File: config.mk
export PLATFORM = sky130hd
export DESIGN_NAME = mem_dump_unit
export DESIGN_NICKNAME = d
export VERILOG_FILES = /design/src/rtl/mem_dump_unit.sv
export SDC_FILE = /design/constraint.sdc
export NUM_CORES = 1
export LEC_CHECK = 0
export CORE_MARGIN = 8
export CORE_UTILIZATION = 25
export DETAILED_ROUTE_END_ITERATION = 12
export SYNTH_ARGS = -nofsm -noshare
export SYNTH_HDL_FRONTEND = slang
export SYNTH_SLANG_ARGS = --single-unit
File: constraint.sdc
create_clock -name i_clk -period 2.39 [get_ports i_clk]
set_input_delay 0.717 -clock i_clk [delete_from_list [all_inputs] [get_ports i_clk]]
set_output_delay 0.717 -clock i_clk [all_outputs]
set_load 0.02 [all_outputs]
File: src/rtl/mem_dump_unit.sv
// -----------------------------------------------------------------------------
// mem_dump_unit
// Sweeps the data memory one aligned word at a time and streams every word,
// MSB byte first, over a valid/ready byte stream towards the UART transmitter.
// A one-byte XOR checksum of all streamed bytes follows the last word.
//
// Ports:
//   i_clk, i_rst_n        clock (rising edge), synchronous active-low reset
//   i_start, i_abort      start a dump (IDLE only) / abandon a dump in progress
//   o_busy, o_done        not-IDLE flag / one-cycle pulse after checksum accept
//   o_mem_r_*             memory read port (word addressing, unsigned)
//   i_mem_r_data          read data, valid one clock after addr/en
//   o_tx_data/valid       byte stream out, i_tx_ready stream back-pressure
// -----------------------------------------------------------------------------
module mem_dump_unit #(
    parameter int unsigned NB_DATA_BUS = 32,
    parameter int unsigned N_ADDRESS   = 64,
    parameter int unsigned NB_ADDRESS  = $clog2(N_ADDRESS),
    parameter int unsigned NB_BYTE     = 8
) (
    input  logic                    i_clk,
    input  logic                    i_rst_n,
    input  logic                    i_start,
    input  logic                    i_abort,
    output logic                    o_busy,
    output logic                    o_done,
    output logic [NB_ADDRESS-1:0]   o_mem_r_addr,
    output logic                    o_mem_r_en,
    output logic [1:0]              o_mem_r_addressing,
    output logic                    o_mem_r_signing,
    input  logic [NB_DATA_BUS-1:0]  i_mem_r_data,
    output logic [NB_BYTE-1:0]      o_tx_data,
    output logic                    o_tx_valid,
    input  logic                    i_tx_ready
);

    localparam int unsigned NB_IDX   = NB_ADDRESS - 2;
    localparam int unsigned N_WORDS  = N_ADDRESS / 4;
    localparam int unsigned NB_CNT   = 2;
    localparam logic [NB_IDX-1:0] LAST_IDX = NB_IDX'(N_WORDS - 1);
    localparam logic [NB_CNT-1:0] LAST_BYTE = NB_CNT'(3);

    localparam logic [2:0] ST_IDLE    = 3'd0;
    localparam logic [2:0] ST_READ    = 3'd1;
    localparam logic [2:0] ST_CAPTURE = 3'd2;
    localparam logic [2:0] ST_SEND    = 3'd3;
    localparam logic [2:0] ST_CHKSUM  = 3'd4;
    localparam logic [2:0] ST_DONE    = 3'd5;

    // Sequencer state and datapath registers
    logic [2:0]             r_state;
    logic [NB_IDX-1:0]      r_word_idx;
    logic [NB_CNT-1:0]      r_byte_cnt;
    logic [NB_DATA_BUS-1:0] r_shift;
    logic [NB_BYTE-1:0]     r_chk;

    // Registered outputs
    logic                   r_busy;
    logic                   r_done;
    logic                   r_mem_en;
    logic [NB_ADDRESS-1:0]  r_mem_addr;
    logic                   r_tx_valid;
    logic [NB_BYTE-1:0]     r_tx_data;

    // Next-state values
    logic [2:0]             w_state_nxt;
    logic [NB_IDX-1:0]      w_word_idx_nxt;
    logic [NB_CNT-1:0]      w_byte_cnt_nxt;
    logic [NB_DATA_BUS-1:0] w_shift_nxt;
    logic [NB_BYTE-1:0]     w_chk_nxt;
    logic                   w_xfer;
    logic [NB_BYTE-1:0]     w_cur_byte;

    // Next-output values (outputs are registered from the next state)
    logic                   w_busy_nxt;
    logic                   w_done_nxt;
    logic                   w_mem_en_nxt;
    logic [NB_ADDRESS-1:0]  w_mem_addr_nxt;
    logic                   w_tx_valid_nxt;
    logic [NB_BYTE-1:0]     w_tx_data_nxt;

    assign w_xfer     = r_tx_valid & i_tx_ready;
    assign w_cur_byte = r_shift[NB_DATA_BUS-1 -: NB_BYTE];

    // Next-state logic
    always_comb begin
        w_state_nxt    = r_state;
        w_word_idx_nxt = r_word_idx;
        w_byte_cnt_nxt = r_byte_cnt;
        w_shift_nxt    = r_shift;
        w_chk_nxt      = r_chk;

        case (r_state)
            ST_IDLE: begin
                if (i_start) begin
                    w_state_nxt    = ST_READ;
                    w_word_idx_nxt = '0;
                    w_chk_nxt      = '0;
                end
            end
            ST_READ: begin
                w_state_nxt = ST_CAPTURE;
            end
            ST_CAPTURE: begin
                // Read data for the address presented in READ is valid now
                w_shift_nxt    = i_mem_r_data;
                w_byte_cnt_nxt = '0;
                w_state_nxt    = ST_SEND;
            end
            ST_SEND: begin
                if (w_xfer) begin
                    w_chk_nxt      = r_chk ^ w_cur_byte;
                    w_shift_nxt    = r_shift << NB_BYTE;
                    w_byte_cnt_nxt = r_byte_cnt + NB_CNT'(1);
                    if (r_byte_cnt == LAST_BYTE) begin
                        if (r_word_idx == LAST_IDX) begin
                            w_state_nxt = ST_CHKSUM;
                        end else begin
                            w_word_idx_nxt = r_word_idx + NB_IDX'(1);
                            w_state_nxt    = ST_READ;
                        end
                    end
                end
            end
            ST_CHKSUM: begin
                if (w_xfer) begin
                    w_state_nxt = ST_DONE;
                end
            end
            ST_DONE: begin
                w_state_nxt = ST_IDLE;
            end
            default: begin
                w_state_nxt = ST_IDLE;
            end
        endcase

        // Abort overrides everything, including a transfer on this edge
        if (i_abort && (r_state != ST_IDLE)) begin
            w_state_nxt = ST_IDLE;
        end
    end

    // Output decode from the next state so outputs line up with the state
    always_comb begin
        w_busy_nxt     = (w_state_nxt != ST_IDLE);
        w_done_nxt     = (w_state_nxt == ST_DONE);
        w_mem_en_nxt   = (w_state_nxt == ST_READ) || (w_state_nxt == ST_CAPTURE);
        w_mem_addr_nxt = {w_word_idx_nxt, 2'b00};
        w_tx_valid_nxt = (w_state_nxt == ST_SEND) || (w_state_nxt == ST_CHKSUM);
        w_tx_data_nxt  = '0;
        if (w_state_nxt == ST_SEND) begin
            w_tx_data_nxt = w_shift_nxt[NB_DATA_BUS-1 -: NB_BYTE];
        end else if (w_state_nxt == ST_CHKSUM) begin
            w_tx_data_nxt = w_chk_nxt;
        end
    end

    // State, datapath and output registers
    always_ff @(posedge i_clk) begin
        if (!i_rst_n) begin
            r_state    <= ST_IDLE;
            r_word_idx <= '0;
            r_byte_cnt <= '0;
            r_shift    <= '0;
            r_chk      <= '0;
            r_busy     <= 1'b0;
            r_done     <= 1'b0;
            r_mem_en   <= 1'b0;
            r_mem_addr <= '0;
            r_tx_valid <= 1'b0;
            r_tx_data  <= '0;
        end else begin
            r_state    <= w_state_nxt;
            r_word_idx <= w_word_idx_nxt;
            r_byte_cnt <= w_byte_cnt_nxt;
            r_shift    <= w_shift_nxt;
            r_chk      <= w_chk_nxt;
            r_busy     <= w_busy_nxt;
            r_done     <= w_done_nxt;
            r_mem_en   <= w_mem_en_nxt;
            r_mem_addr <= w_mem_addr_nxt;
            r_tx_valid <= w_tx_valid_nxt;
            r_tx_data  <= w_tx_data_nxt;
        end
    end

    assign o_busy             = r_busy;
    assign o_done             = r_done;
    assign o_mem_r_en         = r_mem_en;
    assign o_mem_r_addr       = r_mem_addr;
    assign o_mem_r_addressing = 2'b11;
    assign o_mem_r_signing    = 1'b0;
    assign o_tx_valid         = r_tx_valid;
    assign o_tx_data          = r_tx_data;

endmodule

==> results of run 1 <==
-- layout make-up --
type,count,area (um^2)
Timing Repair Buffer,74,723
Tap cell,143,179
Inverter,8,30.0
Fill cell,1194,7450
Clock buffer,10,239
Sequential cell,61,1220
Multi-Input combinational cell,222,1510
Clock inverter,6,62.6
-- final timing paths --
kind | endpoint | slack [ns] | cells past startpoint
hold reg to reg | r_shift[13] | 0.50 | 2
setup / recovery | o_tx_data[4] | 0.25 | 6
setup reg to reg | o_tx_data[4] | 0.45 | 5
hold / removal | r_shift[13] | 0.50 | 2
-- cells by family (layout without fill, tap and decap cells) --
| logic type | Yosys count | count (layout) |
|---|---|---|
| and+or+nand+nor | 134 | 134 |
| adders and majority gates | 4 | 4 |
| AOI/OAI and AO/OA | 79 | 79 |
| DFF | 61 | 61 |
| buffers and inverters | 33 | 98 |
| other | 2 | 5 |
-- synth_stat cells, types with 2 or more instances --
master | number | share of area, %
a211oi_1 | 7 | 1.8
a21oi_1 | 4 | 0.69
a221oi_1 | 17 | 5.1
a22oi_1 | 9 | 2.3
and3_1 | 10 | 2.1
buf_1 | 2 | 0.26
buf_2 | 5 | 0.86
buf_4 | 9 | 2.3
buf_6 | 3 | 1.2
clkbuf_1 | 5 | 0.64
conb_1 | 2 | 0.26
dfxtp_1 | 61 | 42
ha_1 | 3 | 1.3
inv_1 | 6 | 0.77
nand2_1 | 3 | 0.39
nand3_1 | 12 | 2.1
nand3b_4 | 2 | 1.4
nor2_1 | 55 | 7.1
nor2b_1 | 2 | 0.43
nor3_1 | 10 | 1.7
nor3b_1 | 16 | 4.1
o211ai_1 | 8 | 2.1
o211ai_2 | 2 | 0.86
o21a_1 | 3 | 0.77
o21ai_0 | 2 | 0.34
o21ai_1 | 2 | 0.34
o22a_1 | 8 | 2.4
o32ai_1 | 8 | 2.4
or3_1 | 10 | 2.1
-- metal layers --
layer | vias up | part of all wire (%) | track usage (%)
li1 | 1297 | - | -
met1 | 1248 | 46 | 13.6
met2 | 83 | 47 | 19.1
met3 | 5 | 5.9 | 1.81
met4 | 0 | 1.1 | 4.54
met5 | - | 0 | 0
-- power by group through the flow --
stage                     Sequential [uW]  Clock, uW  Combinational (uW)
final                                1070       1290                 263
after CTS                            1070       1320                 265
after floorplan                      1090          0                 148
after detailed placement             1090          0                 264
after global routing                 1070       1360                 286
after global placement               1090          0                 260
-- worst max-delay path: cells and delay by family --
kind,cells,cell delay (ns)
compound gates,3,0.86
buf+inv,2,0.70
simple gates,1,0.08
-- state kept, by name, indices dropped and copies added (netlist names) --
register / count
r_shift: 32
o_tx_data: 8
r_chk: 8
o_mem_r_addr: 4
r_state: 3
r_byte_cnt: 2
o_busy: 1
o_done: 1
o_mem_r_en: 1
o_tx_valid: 1
-- stage by stage --
| stage | power [uW] | cells | hold WS, ns |
|---|---|---|---|
| 3_3_place_gp | 1350 | 508 | 0.484 |
| 4_1_cts | 2660 | 524 | 0.498 |
| 2_1_floorplan | 1230 | 316 | 0.476 |
| 6_report | 2620 | 524 | 0.500 |
| 5_1_grt | 2720 | 524 | 0.527 |
| 3_5_place_dp | 1360 | 508 | 0.492 |
==> reports/metrics.cfg, run 1 <==
[sta]
rsz0062_at_grt = false
worst_slew_pin_slew_ns = 0.613
drv_slew = 0
setup_viol = 0
finalHoldViolCount = 0
fin_skew_ns = 0.00523
maxSlewHeadroom_pct = 59.0
final.setup.tns_ns = 0
period_needed_ns = 2.14
finalCritPeriodShare_pct = 89.5
layout_setup_ws_ns = 0.252
fmax_ghz = 0.468

[finish]
finalNetCount = 416
fin_util_pct = 34.7
layout_common_cells = dfxtp_1, nor2_1, clkdlybuf4s50_1
final_cell_area_um2 = 3960
diodes = 0
drive_gt1_share_pct = 14.4
final_common_cell = dfxtp_1
syn_to_final_growth_pct = 35.7

[pwr]
power.share.switching_pct = 23.3
seq_power_share_pct = 40.9
leakage_uw = 0.00149
cell_internal_pwr_uw = 2010
power_frac_comb_pct = 10.1
irDropWorstVdd_mv = 0.312
p_clk_share_pct = 49.1
p_sw_uw = 610
power_density_nw_per_um2 = 661

[setup_path]
timing.critical_path.required_ns = 2.61
slowest_delay_ns = 0.55
crit_path_start = i_tx_ready
end_kind = flip-flop
slowest_stage = clkdlybuf4s50_1
setup.worst_path.start_class = input port
worst-setup-path-type = in2reg
crit_path_cell_trace = clkdlybuf4s50_1, buf_4, nand3b_4, a211oi_4, o21ai_2, o32ai_1
arrival_ns = 2.36
r2r-start = r_byte_cnt[0]
crit_fanout = 9

[route]
routed_wl_um = 8310
firstDrtPassIters = 4
num_vias = 2633
wire_per_inst_um = 15.9
viasPerCell = 5.02
drc = 0
first_iter_violations = 105
antenna_left = 0

[yosys]
ys_seq_area_share_pct = 41.8
ys_warn_count = 0
synth_compound_gate_area_share_pct = 23.0
async_reset_ff_share_pct = 0
synth_edf_count = 0
ys_ff_latch = 61
ys_types = 56
syn_inst = 313
yosys_most_used_dff = dfxtp_1
synth_top_family_by_area = simple AND/OR/NAND/NOR gates
synth_xor_area_share_pct = 0
synthMuxAreaShare_pct = 0
synth-simple-area-share_pct = 26.3
netlist_area_um2 = 2920
syn_avg_cell_area_um2 = 9.33
synthAdderAreaFrac_pct = 1.63

[clock_network]
cts_tree = done
cts_buffers = 9
htreeDepth = 3
clock_sinks = 61
post_cts_resized = 0
cts_setup_buffers = 0
clk_pin_slew_worst_paths_ns = 0.06
cts-root-buf = clkbuf_16
hold_buffers = 0
clk_latency_ns = 0.32
clock_path_buffers = 2

[flow_run]
drv_cap = 0

[die]
io_pins = 58
fp.dieH_um = 124
fp-row-count = 39
core_um2 = 11400
die_area_um2 = 15400
die_x_um = 124
start_util_pct = 25.6

[global_routing]
grt_pass1_vias = 2697
gr-usage-all-layers_pct = 11.2
grt_pass1_wl_um = 13500
grt_max_degree = 27
antenna_found_initial = 0
grt_overflow_total = 0

[status]
outcome = finished clean

[place]
gp_congestion = 0.823
place_ws_ns = -0.0641
port_buffers = 52
hpwl_um = 6020
placed_cell_area_um2 = 3660

[min_path]
hold_path.class = reg2reg
worstHoldStart = r_shift[13]

(Power assumes the default switching activity.)
==> run 2: changes to the inputs <==
--- a/config.mk
+++ b/config.mk
@@ -5,6 +5,7 @@
 export SDC_FILE = /design/constraint.sdc
 export NUM_CORES = 1
 export LEC_CHECK = 0
+export ABC_CLOCK_PERIOD_IN_PS = 2390
 export CORE_MARGIN = 8
 export CORE_UTILIZATION = 25
 export DETAILED_ROUTE_END_ITERATION = 12
==> results of run 2 <==
No change in the layout: final DEF, timing and power equal those of run 1.
